**src/rtl/uart_pkg.sv**
```systemverilog
// Shared UART definitions: receiver states and default frame constants
// used by the baud generator, receiver and transmitter.
package uart_pkg;

    localparam int UART_DATA_BITS  = 8;
    localparam int UART_OVERSAMPLE = 16;

    typedef enum logic [2:0] {
        IDLE,
        START,
        DATA,
        STOP,
        BREAK
    } rx_state_t;

endpackage

```
**src/rtl/uart_rx_if.sv**
```systemverilog
// Receiver output bundle: byte, strobes and busy flag.
// The receiver drives it as master, the consumer reads it as slave.
interface uart_rx_if
    import uart_pkg::*;
#(
    parameter int DATA_BITS = UART_DATA_BITS
);

    logic [DATA_BITS-1:0] rx_data;
    logic                 rx_valid;
    logic                 framing_error;
    logic                 busy;

    modport master (
        output rx_data,
        output rx_valid,
        output framing_error,
        output busy
    );

    modport slave (
        input rx_data,
        input rx_valid,
        input framing_error,
        input busy
    );

endinterface

```
**src/rtl/uart_rx_sync_2ff.sv**
```systemverilog
// Two-flop synchronizer for asynchronous inputs, with a
// configurable reset value so idle-high lines come up idle.
module sync_2ff #(
    parameter logic RESET_VAL = 1'b0
) (
    input  logic clk,
    input  logic reset,
    input  logic d,
    output logic q
);

    logic meta;

    always_ff @(posedge clk or posedge reset) begin
        if (reset) begin
            meta <= RESET_VAL;
            q    <= RESET_VAL;
        end else begin
            meta <= d;
            q    <= meta;
        end
    end

endmodule

```
**src/rtl/uart_rx.sv**
```systemverilog
// 16x-oversampling 8N1 UART receiver driven by the baud generator's
// sample_pulse strobe; reports bytes and framing errors as pulses.
module uart_rx
    import uart_pkg::*;
#(
    parameter int DATA_BITS  = UART_DATA_BITS,
    parameter int OVERSAMPLE = UART_OVERSAMPLE
) (
    input  logic clk,
    input  logic reset,
    input  logic sample_pulse,
    input  logic rx,
    uart_rx_if.master io
);

    localparam int TW = $clog2(OVERSAMPLE);
    localparam int BW = (DATA_BITS > 1) ? $clog2(DATA_BITS) : 1;

    localparam logic [TW-1:0] TICK_MID  = TW'(OVERSAMPLE / 2 - 1);
    localparam logic [TW-1:0] TICK_LAST = TW'(OVERSAMPLE - 1);
    localparam logic [BW-1:0] BIT_LAST  = BW'(DATA_BITS - 1);

    logic                 rx_s;
    rx_state_t            state;
    logic [TW-1:0]        tick;
    logic [BW-1:0]        bitn;
    logic [DATA_BITS-1:0] shreg;
    logic [DATA_BITS-1:0] data_q;
    logic                 valid_q;
    logic                 ferr_q;
    logic                 busy_q;

    sync_2ff #(
        .RESET_VAL (1'b1)
    ) u_sync (
        .clk   (clk),
        .reset (reset),
        .d     (rx),
        .q     (rx_s)
    );

    always_ff @(posedge clk or posedge reset) begin
        if (reset) begin
            state   <= IDLE;
            tick    <= '0;
            bitn    <= '0;
            shreg   <= '0;
            data_q  <= '0;
            valid_q <= 1'b0;
            ferr_q  <= 1'b0;
            busy_q  <= 1'b0;
        end else begin
            valid_q <= 1'b0;
            ferr_q  <= 1'b0;
            if (sample_pulse) begin
                unique case (state)
                    IDLE: begin
                        if (!rx_s) begin
                            state  <= START;
                            tick   <= '0;
                            busy_q <= 1'b1;
                        end
                    end
                    START: begin
                        if (tick == TICK_MID) begin
                            // re-check the line at mid start bit to reject glitches
                            if (!rx_s) begin
                                state <= DATA;
                                tick  <= '0;
                                bitn  <= '0;
                            end else begin
                                state  <= IDLE;
                                busy_q <= 1'b0;
                            end
                        end else begin
                            tick <= tick + 1'b1;
                        end
                    end
                    DATA: begin
                        tick <= tick + 1'b1;
                        if (tick == TICK_LAST) begin
                            shreg <= DATA_BITS'({rx_s, shreg} >> 1);
                            if (bitn == BIT_LAST) begin
                                state <= STOP;
                            end else begin
                                bitn <= bitn + 1'b1;
                            end
                        end
                    end
                    STOP: begin
                        tick <= tick + 1'b1;
                        if (tick == TICK_LAST) begin
                            if (rx_s) begin
                                data_q  <= shreg;
                                valid_q <= 1'b1;
                                state   <= IDLE;
                                busy_q  <= 1'b0;
                            end else begin
                                ferr_q <= 1'b1;
                                state  <= BREAK;
                            end
                        end
                    end
                    BREAK: begin
                        // a held-low line must return high before rearming
                        if (rx_s) begin
                            state  <= IDLE;
                            busy_q <= 1'b0;
                        end
                    end
                    default: begin
                        state  <= IDLE;
                        busy_q <= 1'b0;
                    end
                endcase
            end
        end
    end

    assign io.rx_data       = data_q;
    assign io.rx_valid      = valid_q;
    assign io.framing_error = ferr_q;
    assign io.busy          = busy_q;

endmodule

```
**src/flat_wrapper.sv**
```systemverilog
// flat-port wrapper written by rule: the top's interface ports become plain ports
module uart_rx_flat import uart_pkg::*;
#(
    parameter int DATA_BITS  = UART_DATA_BITS,
    parameter int OVERSAMPLE = UART_OVERSAMPLE
)
  (clk, reset, sample_pulse, rx, io_rx_data, io_rx_valid, io_framing_error, io_busy);
  uart_rx_if #(.DATA_BITS(DATA_BITS)) io_i ();
  input  logic clk;
  input  logic reset;
  input  logic sample_pulse;
  input  logic rx;
  output wire logic [$bits(io_i.rx_data)-1:0] io_rx_data;
  output wire logic [$bits(io_i.rx_valid)-1:0] io_rx_valid;
  output wire logic [$bits(io_i.framing_error)-1:0] io_framing_error;
  output wire logic [$bits(io_i.busy)-1:0] io_busy;
  assign io_rx_data = io_i.rx_data;
  assign io_rx_valid = io_i.rx_valid;
  assign io_framing_error = io_i.framing_error;
  assign io_busy = io_i.busy;
  uart_rx #(.DATA_BITS(DATA_BITS), .OVERSAMPLE(OVERSAMPLE)) u_core (.clk(clk), .reset(reset), .sample_pulse(sample_pulse), .rx(rx), .io(io_i));
endmodule
```
**config.mk**
```make
export PLATFORM = sky130hd
export DESIGN_NAME = uart_rx_flat
export DESIGN_NICKNAME = d
export VERILOG_FILES = /design/src/rtl/uart_pkg.sv /design/src/rtl/uart_rx_if.sv /design/src/rtl/uart_rx_sync_2ff.sv /design/src/rtl/uart_rx.sv /design/src/flat_wrapper.sv
export SDC_FILE = /design/constraint.sdc
export NUM_CORES = 1
export LEC_CHECK = 0
export ABC_CLOCK_PERIOD_IN_PS = 2400
export CAP_MARGIN = 20
export CORE_MARGIN = 10
export CORE_UTILIZATION = 30
export DETAILED_ROUTE_END_ITERATION = 16
export SLEW_MARGIN = 40
export SYNTH_ARGS = -nofsm -noshare
export SYNTH_HDL_FRONTEND = slang
export SYNTH_SLANG_ARGS = --single-unit
```
**constraint.sdc**
```tcl
create_clock -name clk -period 2.4 [get_ports clk]
set_input_delay 0.24 -clock clk [delete_from_list [all_inputs] [get_ports clk]]
set_output_delay 0.24 -clock clk [all_outputs]
set_load 0.02 [all_outputs]
```
======== Word-level counts from Yosys, hierarchy flattened ========
Cells that the tools add are included.
word-level totals
  register bits after elaboration ......... 31
cells by class
  bitwise operators ....................... 1
  add/sub/neg operators ................... 2
  reductions and logical operators ........ 10
  equality and inequality tests ........... 15
  mux-type cells .......................... 30
operator list
  kind                                                   number
  2-to-1 mux 3 bit                                       11
  one-hot mux 3 bit (5 select lines)                     1
  2-to-1 mux 1 bit                                       12
  one-hot mux 4 bit (3 select lines)                     1
  2-to-1 mux 4 bit                                       2
  inequality test 2 x 1 -> 1 bit, second input constant  4
  inequality test 2 bit, second input constant           4
  AND reduction 7 bit                                    1
  equality test 3 x 2 -> 1 bit, second input constant    2
  equality test 3 bit, second input constant             2
  one-hot mux 3 bit (2 select lines)                     1
  AND reduction 6 bit                                    1
  one-hot mux 1 bit (5 select lines)                     1
  AND reduction 5 bit                                    1
  adder 4 x 1 -> 4 bit, second input constant            1
  equality test 4 x 3 -> 1 bit, second input constant    1
  equality test 4 bit, second input constant             1
  AND reduction 4 bit                                    1
  adder 3 x 1 -> 3 bit, second input constant            1
  equality test 3 x 1 -> 1 bit, second input constant    1
  logical NOT 3 bit                                      1
  AND reduction 3 bit                                    1
  nonzero test 3 bit                                     1
  2-to-1 mux 2 bit                                       1
  other kinds (4)                                        4

======== Longest topological paths before layout ========
  word-level depth ........................ 4
  mapped depth ............................ 6
  gate-level depth less buffers ........... 6

======== Cells and area by module ========
From an unflattened synthesis, not the netlist that was laid out.
unflattened totals
  cell total of the unflattened synthesis .. 124
  area, all modules ....................... 1480.2 µm²
by module, submodules not included
  module    instances  seq. area each (µm²)  area each (µm²)  cells each
  uart_rx   1          725.7                 1423.9           121
  sync_2ff  1          52.6                  56.3             3

======== Least setup slack after synthesis ========
OpenSTA, ideal clock, no wires.
  path type ............................... register to register
  from .................................... register u_core.u_sync.q
  to ...................................... register u_core.data_q[0] (netlist: u_core.io.rx_data[0])
  slack ................................... 0.684 ns
  cell stages (with the launch flop) ...... 5
  arrival ................................. 1.592 ns
  cell sequence ........................... dfstp_2 buf_2 inv_1 nor4_4 mux2_2
between the ends
  longest elaborated chain between the ends .. 1
ends and longest elaborated chain
  what                           line                    source
  from (decl)                    uart_rx_sync_2ff.sv:9   output logic q
  from (signal assigned)         uart_rx_sync_2ff.sv:20  q <= meta;
  AND reduction 4 bit (no line)  -
  to (signal assigned)           uart_rx.sv:94           data_q <= shreg;
  to (decl)                      uart_rx.sv:28           logic [DATA_BITS-1:0] data_q;
No other way between the ends.
A chain may end at the register's enable or synchronous reset.

======== Worst setup path after layout ========
  from .................................... register u_core.state[1]
  to ...................................... register u_core.shreg[6]
between the ends
  longest elaborated chain between the ends .. 2
ends and longest elaborated chain
  what                           line           source
  from (decl)                    uart_rx.sv:24  rx_state_t state;
  from (signal assigned)         uart_rx.sv:44  state <= IDLE;
  from (signal assigned)         uart_rx.sv:59  state <= START;
  from (signal assigned)         uart_rx.sv:68  state <= DATA;
  equality test 3 x 2 -> 1 bit   uart_rx.sv:56  unique case (state)
  AND reduction 3 bit (no line)  -
  to (signal assigned)           uart_rx.sv:82  shreg <= DATA_BITS'({rx_s, shreg} >> 1);
  to (decl)                      uart_rx.sv:27  logic [DATA_BITS-1:0] shreg;
No other way between the ends.

==> run metrics <==
antenna violations before repair=0; top cells by count, synth=29 x dfrtp_1, 21 x mux2_2, 9 x inv_1, 6 x a21oi_1, 5 x nor2_1; P_int=around 0.0011 W; post-synthesis instance area=around 1400 µm²; Buf+Inv Stages, Crit Path=1; postcts setup bufs=0; Root Buffer=clkbuf_8; core area=around 4700 µm²; CP cell instances=inv_1, or3_4, nor3_4, mux2_2; # DRC=0; CTS resizes=0; RSZ-0062 raised after global routing=false; row count=25; Area growth syn-to-layout=19.7%; Post-Place Setup Slack=0.386 ns; setup tns final=0 ns; share of cells above drive strength 1=29.1%; Synth area leaders=dfrtp_1 50%, mux2_2 16%, dfstp_2 3.6%; Clock power frac=24.8%; via count=just over 900; Post-synth top flop=dfrtp_1; met2 Track Usage GR=between 10% and 20%; number of fill cells in the layout=roughly 440; flops & latches, synth=31; GRT Total Usage=7.75%; Ant. Diodes=0; Slew HR=71.4%; worst path required time=2.56 ns; Synth Warn #=0; gr busiest metal=met2; initial core utilization=30.8%; Final setup viols=0; TritonCTS clock tree=built; syn_area_per_cell=approximately 13 µm²; Die Width=89.4 µm; average wire per standard cell=14.5 µm; Tightest Pin Transition=roughly 0.43 ns; min-delay worst type=primary input to asynchronous set/reset pin; vias in the first global route=between 900 and 1000; most common cell in the netlist=dfrtp_1; final worst setup slack=0.462 ns; Arr. time, crit path=roughly 2.1 ns; kind of critical path=flip-flop to flip-flop; CP max FO=9; share of total power in sequential cells=46.1%; Critical Path Start=u_core.state[1]; Max rail drop VDD=between 0.3 and 0.4 mV; Layout Skew=0.00906 ns; largest net degree at the start of global routing=24; clock tree buffer depth=2; Synth cell types=35; first-pass GRT wire length=between 4 and 5 mm; crit start category=flip-flop; max incr delay on CP=0.51 ns; PwrDens=956 nW/µm²; top cell type's share of synthesized area=50.2%; maximum level of the CTS H-tree=2; Comb power frac=between 20% and 30%; period utilization=around 80%; Slew Limit Fails=0; sequential area share after synthesis=between 50% and 60%; Final Hold Viols=0; Port-buffer cells=14; crit path capture type=flip-flop; Nets=141; maxcap violations=0; io pins=15; Skew-Pair Late Insertion Delay=around 0.28 ns; Min Clock Period, post-route=around 1.9 ns; Post-synth EDFFs=0; GR Util met3=between 3 and 4%; die height=89.4 µm; CTS buffer count=5; Fin Hold WS=0.207 ns; vias per inst=4.87; maximum clock frequency=approximately 520 MHz; CTS Hold Bufs=0; die footprint=8000 µm²; TritonRoute pass-1 iters=4; total grt overflow=0; placer's final routability congestion estimate=0.809; HPWL after DPL=1.95 mm; CP delay by family, top=simple AND/OR/NAND/NOR gates; syn_nets=122; Layout Utilization=36.9%; Routed Wire Length=2.73 mm; status=complete, no violations; reg2reg start=u_core.state[1]; area of the multi-input gates=between 600 and 700 µm²; post-synthesis cell count=roughly 120; Storage cell area=roughly 800 µm²; NetSw=0.000535 W; ANT nets after route=0; Net Sw Frac=about a third; First DRT Iteration DRCs=56; met1 usage in global routing=9.54%; Static Leakage=0.792 nW; post-synth top area cell=dfrtp_1; critical path's slowest cell=dfrtp_1; clock sink total=31; Clock transition at path regs=0.07 ns; ys async rst share=100%
path summary, 6_finish.rpt:
kind                                      end  slack (ns)  cells past startpoint
min in group clk              u_core.u_sync.q        0.36                      0
setup reg to reg              u_core.shreg[6]        0.46                      4
max in group asynchronous  u_core.u_sync.meta        1.52                      3
setup / recovery              u_core.shreg[6]        0.46                      4
hold / removal                 u_core.bitn[1]        0.21                      2
hold reg to reg               u_core.u_sync.q        0.36                      0
kinds of logic (layout without fill, tap and decap cells):
family | after synthesis | in the layout | synth area share, %
compound gates | 16 | 16 | 7.44
simple gates | 29 | 29 | 14.4
xor+xnor | 1 | 1 | 0.606
flops | 31 | 31 | 53.8
buf+inv | 13 | 32 | 4.07
mux | 22 | 22 | 17.0
fa+ha+maj | 3 | 3 | 2.60
layout by cell type (no fill, tap or decap), types with 2 or more instances in the layout:
| master | instances |
|---|---|
| clkbuf_8 | 6 |
| a21oi_1 | 6 |
| mux2_2 | 21 |
| ha_1 | 3 |
| o211ai_1 | 2 |
| o2bb2ai_1 | 2 |
| inv_1 | 9 |
| a32oi_1 | 2 |
| nor3_1 | 4 |
| buf_4 | 2 |
| dfrtp_1 | 29 |
| dfstp_2 | 2 |
| and2_1 | 2 |
| nand3_1 | 4 |
| clkdlybuf4s50_1 | 14 |
| nor2_1 | 5 |
per-stage QoR:
step	instance area, µm²	cells	power (W)
floorplan	1450	115	0.00113
global placement	1640	181	0.00122
detailed placement	1640	181	0.00126
CTS	1730	188	0.00167
global route	1730	188	0.00177
finish	1730	188	0.00165
state kept, by name, summed over array words and instances, names as in the netlist:
register                 cells
u_core.u_sync.q              1
u_core.state                 3
u_core.u_sync.meta           1
u_core.io.busy               1
u_core.tick                  4
u_core.io.framing_error      1
u_core.io.rx_data            8
u_core.io.rx_valid           1
u_core.bitn                  3
u_core.shreg                 8
routing by layer:
metal | vias to the layer above | wire [µm] | share of wire [%]
li1 | 443 | - | -
met1 | 456 | 1320 | 48
met2 | 12 | 1240 | 45
met3 | 5 | 97 | 3.6
met4 | 0 | 73 | 2.7
met5 | - | 0 | 0
power by group through the flow:
stage               Clock (W)  Sequential [W]  Combinational (W)
global route         0.000449        0.000780           0.000541
CTS                  0.000423        0.000759           0.000492
global placement            0        0.000759           0.000463
finish               0.000411        0.000763           0.000482
floorplan                   0        0.000729           0.000403
detailed placement          0        0.000767           0.000489
final cells by class:
type | instances | area share [%]
clock buffers | 6 | 4.77
repair buffers | 16 | 8.96
flip-flops and latches | 31 | 44.9
inverters | 9 | 1.95
multi-input cells | 71 | 35.2
clock inverters | 1 | 0.289
well taps | 54 | 3.90
No activity file was read; power rests on OpenSTA's default activity.
